--- src/rtl/fetch_queue_if.sv ---
// rtl/fetch_queue_if.sv - push and decode-side handshake bundle for fetch_queue
interface fetch_queue_if;
  logic             push_ready;
  logic [1:0]       push_valid;
  logic [1:0][31:0] push_inst;
  logic [1:0]       out_valid;
  logic [1:0][31:0] out_inst;
  logic [1:0][31:0] out_pc;
  logic [1:0]       accepted;

  modport master (
    input  push_ready, out_valid, out_inst, out_pc,
    output push_valid, push_inst, accepted
  );

  modport slave (
    output push_ready, out_valid, out_inst, out_pc,
    input  push_valid, push_inst, accepted
  );
endinterface

--- src/rtl/fetch_queue.sv ---
// rtl/fetch_queue.sv - 2-wide in-order fetch queue owning the fetch PC
// Optional same-cycle empty-queue bypass: define FETCH_QUEUE_BYPASS_EN.
module fetch_queue #(
  parameter int          DEPTH     = 8,
  parameter int          DEPTH_LOG = $clog2(DEPTH),
  parameter logic [31:0] RESET_PC  = 32'h0
) (
  input  logic               clk,
  input  logic               rst_n,
  input  logic               flush,
  input  logic [31:0]        flush_pc,
  output logic [31:0]        fetch_pc,
  output logic [DEPTH_LOG:0] occupancy,
  fetch_queue_if.slave       bus
);

  typedef logic [DEPTH_LOG-1:0] ptr_t;
  typedef logic [DEPTH_LOG:0]   cnt_t;

  localparam cnt_t PUSH_LIMIT = cnt_t'(DEPTH - 2);
  localparam cnt_t CNT_FULL   = cnt_t'(DEPTH);

  logic [31:0] inst_mem [DEPTH];
  logic [31:0] pc_mem   [DEPTH];

  ptr_t rd_ptr, wr_ptr, rd_ptr1, wr_addr1;
  cnt_t count;

  logic             push_ready;
  logic             push_ok;
  logic             bypass_active;
  logic [1:0]       n_push, n_pop, n_skip;
  logic [1:0]       we;
  logic [1:0]       valid_v;
  logic [1:0][31:0] inst_v, pc_v;

  assign rd_ptr1    = rd_ptr + ptr_t'(1);
  assign push_ready = (count <= PUSH_LIMIT);
  assign push_ok    = push_ready & bus.push_valid[0];
  assign n_push     = push_ok ? (bus.push_valid[1] ? 2'd2 : 2'd1) : 2'd0;

`ifdef FETCH_QUEUE_BYPASS_EN
  assign bypass_active = (count == '0) && !flush;
`else
  assign bypass_active = 1'b0;
`endif

  always_comb begin
    valid_v[0] = (count != '0);
    valid_v[1] = (count >= cnt_t'(2));
    inst_v     = {inst_mem[rd_ptr1], inst_mem[rd_ptr]};
    pc_v       = {pc_mem[rd_ptr1], pc_mem[rd_ptr]};
`ifdef FETCH_QUEUE_BYPASS_EN
    // Empty queue: the incoming fetch group is presented directly.
    if (bypass_active) begin
      valid_v[0] = push_ok;
      valid_v[1] = push_ok & bus.push_valid[1];
      inst_v     = bus.push_inst;
      pc_v       = {fetch_pc + 32'd4, fetch_pc};
    end
`endif
    for (int k = 0; k < 2; k++) begin
      bus.out_inst[k] = valid_v[k] ? inst_v[k] : 32'd0;
      bus.out_pc[k]   = valid_v[k] ? pc_v[k]   : 32'd0;
    end
    if (bus.accepted[0] & valid_v[0])
      n_pop = (bus.accepted[1] & valid_v[1]) ? 2'd2 : 2'd1;
    else
      n_pop = 2'd0;
    // Bypassed instructions consumed this cycle never touch storage.
    n_skip = bypass_active ? n_pop : 2'd0;
  end

  assign bus.out_valid  = valid_v;
  assign bus.push_ready = push_ready;
  assign occupancy      = count;

  assign we[0]    = !flush && (n_push != 2'd0) && (n_skip == 2'd0);
  assign we[1]    = !flush && (n_push == 2'd2) && (n_skip != 2'd2);
  assign wr_addr1 = (n_skip == 2'd0) ? wr_ptr + ptr_t'(1) : wr_ptr;

  always_ff @(posedge clk or negedge rst_n) begin
    if (!rst_n) begin
      rd_ptr   <= '0;
      wr_ptr   <= '0;
      count    <= '0;
      fetch_pc <= RESET_PC;
    end else if (flush) begin
      rd_ptr   <= '0;
      wr_ptr   <= '0;
      count    <= '0;
      fetch_pc <= flush_pc;
    end else begin
      wr_ptr   <= wr_ptr + ptr_t'(n_push - n_skip);
      rd_ptr   <= rd_ptr + ptr_t'(n_pop - n_skip);
      count    <= count + cnt_t'(n_push) - cnt_t'(n_pop);
      fetch_pc <= fetch_pc + {28'd0, n_push, 2'b00};
    end
  end

  // Storage carries no reset; validity comes from count alone.
  always_ff @(posedge clk) begin
    if (we[0]) begin
      inst_mem[wr_ptr] <= bus.push_inst[0];
      pc_mem[wr_ptr]   <= fetch_pc;
    end
    if (we[1]) begin
      inst_mem[wr_addr1] <= bus.push_inst[1];
      pc_mem[wr_addr1]   <= fetch_pc + 32'd4;
    end
  end

`ifndef SYNTHESIS
  always @(posedge clk) begin
    if (rst_n) begin
      assert (count <= CNT_FULL);
      if (!bypass_active) assert (cnt_t'(n_pop) <= count);
    end
  end
`endif

endmodule
--- src/flat_wrapper.sv ---
// flat-port wrapper written by rule: the top's interface ports become plain ports
module fetch_queue_flat 
#(
  parameter int          DEPTH     = 8,
  parameter int          DEPTH_LOG = $clog2(DEPTH),
  parameter logic [31:0] RESET_PC  = 32'h0
)
  (clk, rst_n, flush, flush_pc, fetch_pc, occupancy, bus_push_ready, bus_out_valid, bus_out_inst, bus_out_pc, bus_push_valid, bus_push_inst, bus_accepted);
  fetch_queue_if bus_i ();
  input  logic clk;
  input  logic rst_n;
  input  logic flush;
  input  logic [31:0] flush_pc;
  output logic [31:0] fetch_pc;
  output logic [DEPTH_LOG:0] occupancy;
  output wire logic [$bits(bus_i.push_ready)-1:0] bus_push_ready;
  output wire logic [$bits(bus_i.out_valid)-1:0] bus_out_valid;
  output wire logic [$bits(bus_i.out_inst)-1:0] bus_out_inst;
  output wire logic [$bits(bus_i.out_pc)-1:0] bus_out_pc;
  input wire logic [$bits(bus_i.push_valid)-1:0] bus_push_valid;
  input wire logic [$bits(bus_i.push_inst)-1:0] bus_push_inst;
  input wire logic [$bits(bus_i.accepted)-1:0] bus_accepted;
  assign bus_push_ready = bus_i.push_ready;
  assign bus_out_valid = bus_i.out_valid;
  assign bus_out_inst = bus_i.out_inst;
  assign bus_out_pc = bus_i.out_pc;
  assign bus_i.push_valid = bus_push_valid;
  assign bus_i.push_inst = bus_push_inst;
  assign bus_i.accepted = bus_accepted;
  fetch_queue #(.DEPTH(DEPTH), .DEPTH_LOG(DEPTH_LOG), .RESET_PC(RESET_PC)) u_core (.clk(clk), .rst_n(rst_n), .flush(flush), .flush_pc(flush_pc), .fetch_pc(fetch_pc), .occupancy(occupancy), .bus(bus_i));
endmodule
--- config.mk ---
export PLATFORM = sky130hd
export DESIGN_NAME = fetch_queue_flat
export DESIGN_NICKNAME = d
export VERILOG_FILES = /design/src/rtl/fetch_queue_if.sv /design/src/rtl/fetch_queue.sv /design/src/flat_wrapper.sv
export SDC_FILE = /design/constraint.sdc
export NUM_CORES = 1
export LEC_CHECK = 0
export BUFFER_PORTS_ARGS = -buffer_cell sky130_fd_sc_hd__buf_2
export CAP_MARGIN = 30
export CELL_PAD_IN_SITES_DETAIL_PLACEMENT = 0
export CELL_PAD_IN_SITES_GLOBAL_PLACEMENT = 2
export CORE_MARGIN = 2
export CORE_UTILIZATION = 31
export DETAILED_ROUTE_END_ITERATION = 10
export PLACE_DENSITY = 0.66
export SLEW_MARGIN = 5
export SYNTH_ARGS = -nofsm -noshare
export SYNTH_HDL_FRONTEND = slang
export SYNTH_SLANG_ARGS = --single-unit
--- constraint.sdc ---
create_clock -name clk -period 17.1 [get_ports clk]
set_input_delay 3.42 -clock clk [delete_from_list [all_inputs] [get_ports clk]]
set_output_delay 3.42 -clock clk [all_outputs]
set_load 0.02 [all_outputs]
==> results.cfg <==
[timing]
setup-violations-final = 0
slew_headroom = 0.3271
rsz0062_at_grt = false
finalHoldViolations = 0
setup_ws_ns = 9.160
worst_slew_pin_slew_ns = 1.009
slew_violations = 0
max_freq_mhz = 125.9
fin_crit_ns = 7.940
fin_crit_sh = 0.4643
timing.hold.ws_ns = 0.6614
skew_ns = 0.02751
fin_setup_tns_ns = 0

[power_and_ir_drop]
p_seq_frac = 0.303
vdd_drop_max_uv = 193.2
comb_power_share = 0.437
p_int_mw = 3.429
p_sw_frac = 0.3917
cellPowerDensity_nw_per_um2 = 149.0
power.switching_mw = 2.209
pwr-share-clk = 0.261
leakage_nw = 13.60

[synth]
ys_warn_count = 0
post_synth_num_cell_types = 51
postSynthCellCount = 2945
async_flop_share = 0.07581
synth-seq-cells = 554
synth_ff_type = edfxtp_1
synth-seq-area-share = 0.5010
synth_area_per_cell_um2 = 11.13
syn_area_um2 = 32790
synth_nets = 3066
synth_edf_count = 512

[placement]
dp.cells = 4385
dpl.hpwl_um = 71920
place_ws_ns = 9.708
numPortBuffers = 269
place_congestion = 0.7941

[worst_setup_path]
crit_path_start = u_core.rd_ptr[0]$_DFF_PN0_
crit_chain = ha_4 -> buf_12 -> mux4_2 -> nand2_1 -> a21oi_1 -> buf_2
start_kind = register
end_kind = output pin
crit_fanout = 90
crit_arrival_ns = 4.52
slowest_stage = dfrtp_4
worstSetupPathType = register to output pin
cp_top_family = buffers and inverters
cp_slowest_stage_delay_ns = 0.94
crit_required_ns = 13.68
r2r_start = u_core.occupancy[3]$_DFF_PN0_
cp.buffers_inverters = 2

[cts]
cts-htree-levels = 3
clk_pin_slew_ns = 0.05
cts.sinks = 554
clk_path_buf_depth = 3
cts_buffers = 71
cts_setup_buffers = 0
cts_hold_buf = 0
post_cts_resized = 0
clkLatencyLatePin_ns = 0.64
root_buffer = clkbuf_16
cts_tree = done

[grt]
met2_usage = 0.3730
gr-total-overflow = 0
track_usage = 0.2241
grt_max_degree = 91
grt_pass1_vias = 24210
grt_use_met1 = 0.3030
busiest_layer = met2
grtUsageMet3 = 0.03655
antenna_found_initial = 7
grt_pass1_wl_um = 174900

[routing]
drt_iter0_drc = 2573
drc = 0
vias = 23950
first_pass_iters = 5
viasPerCell = 5.300
finalWirelength_um = 122000
avgRoutedWirePerCell_um = 27.01
antenna_left = 0

[floorplan]
fp.dieArea_um2 = 108400
core_area_um2 = 105100
io_pins = 270
start_util = 0.3119
die_x_um = 329.2
die_h_um = 329.2
rows = 119

[layout]
multiInputGateArea_um2 = 15380
drive_gt1_frac = 0.2398
final_cell_mix = nand2_1, edfxtp_1, buf_2, mux4_2, xnor2_1
n_fill_cell = 10370
final_nets = 3190
fin_cells = 4519
fin_util = 0.3599
syn_to_final_growth_pct = 15.40
seqCellArea_um2 = 16440
diodes = 0
layout_commonest_cell = nand2_1

[worst_hold_path]
min_path_type = register to register
worstHoldStart = u_core.fetch_pc[0]$_DFFE_PN0P_

[run_status]
status = finished, final reports clean

[job]
max_cap_violations = 0
worst reg2reg max path, cell delays in order (launching register included):
cell and delay (ns):
dfrtp_1 0.44, inv_1 0.09, ha_1 0.23, a31oi_1 0.56, nand2_1 0.13, nor2_1 0.42, ha_1 0.27, inv_1 0.06
fa_1 0.47, nand3b_1 0.35, nor4_1 0.75, nand4_1 0.28, xor2_1 0.23, o21ai_0 0.19
power groups by stage:
stage                     Combinational (mW)  Sequential [mW]  Clock [mW]
after floorplan                         1.72             1.66           0
after global placement                  2.48             1.73           0
after detailed placement                2.50             1.73           0
after CTS                               2.51             1.71        1.49
after global routing                    2.64             1.72        1.55
final                                   2.46             1.71        1.47
final timing paths:
path	to	slack, ns	cells after the start
max	bus_out_pc[53]	9.16	6
min	u_core.pc_mem[7][0]$_DFFE_PP_	0.66	0
min reg2reg	u_core.pc_mem[7][0]$_DFFE_PP_	0.66	0
min in group asynchronous	u_core.fetch_pc[23]$_DFF_PN0_	2.94	2
max reg2reg	u_core.fetch_pc[24]$_DFF_PN0_	12.53	13
max in group asynchronous	u_core.rd_ptr[1]$_DFF_PN0_	13.52	2
state kept, by name, summed over array words and instances (netlist names):
register,flops
u_core.wr_ptr,3
u_core.pc_mem,256
u_core.inst_mem,256
u_core.fetch_pc,32
u_core.rd_ptr,3
u_core.occupancy,4
synth_stat cells, types with 42 or more instances:
library cell	number	area share
edfxtp_1	512	0.47
buf_2	57	0.0087
nand2_1	1108	0.13
mux2i_1	64	0.020
a21oi_1	66	0.010
xnor2_1	178	0.048
dfrtp_1	42	0.032
xor2_1	90	0.024
clkbuf_1	141	0.016
mux4_2	256	0.18
nor2_1	165	0.019
buf_1	58	0.0066
per-layer routing:
| layer | share of wire | wire (um) |
|---|---|---|
| met5 | 0.00018 | 22 |
| met4 | 0.026 | 3156 |
| met3 | 0.062 | 7605 |
| met2 | 0.48 | 58780 |
| met1 | 0.43 | 52480 |
logic make-up (layout without fill, tap and decap cells):
| family | count (synthesis) | in the layout | synth area share |
|---|---|---|---|
| and+or+nand+nor | 1364 | 1364 | 0.1659 |
| adders and majority gates | 18 | 18 | 0.008014 |
| muxes | 327 | 327 | 0.1978 |
| DFF | 554 | 554 | 0.5010 |
| AOI/OAI and AO/OA | 113 | 113 | 0.01786 |
| buffers and inverters | 301 | 484 | 0.03786 |
| xor gates and xnor gates | 268 | 268 | 0.07159 |
stage by stage:
step                      power [mW]  instance area [um2]
after global routing           5.908                37840
after global placement         4.209                35420
after CTS                      5.702                37780
final                          5.638                37840
after floorplan                3.379                32790
after detailed placement       4.233                35520
layout make-up:
type / count / share of cell area
Multi-Input combinational cell: 2090 / 0.4064
Timing Repair Buffer: 333 / 0.05159
Clock buffer: 100 / 0.05225
Clock inverter: 32 / 0.007440
Tap cell: 1391 / 0.04600
Inverter: 19 / 0.001885
Sequential cell: 554 / 0.4344
Power figures use the tool's default switching activity.
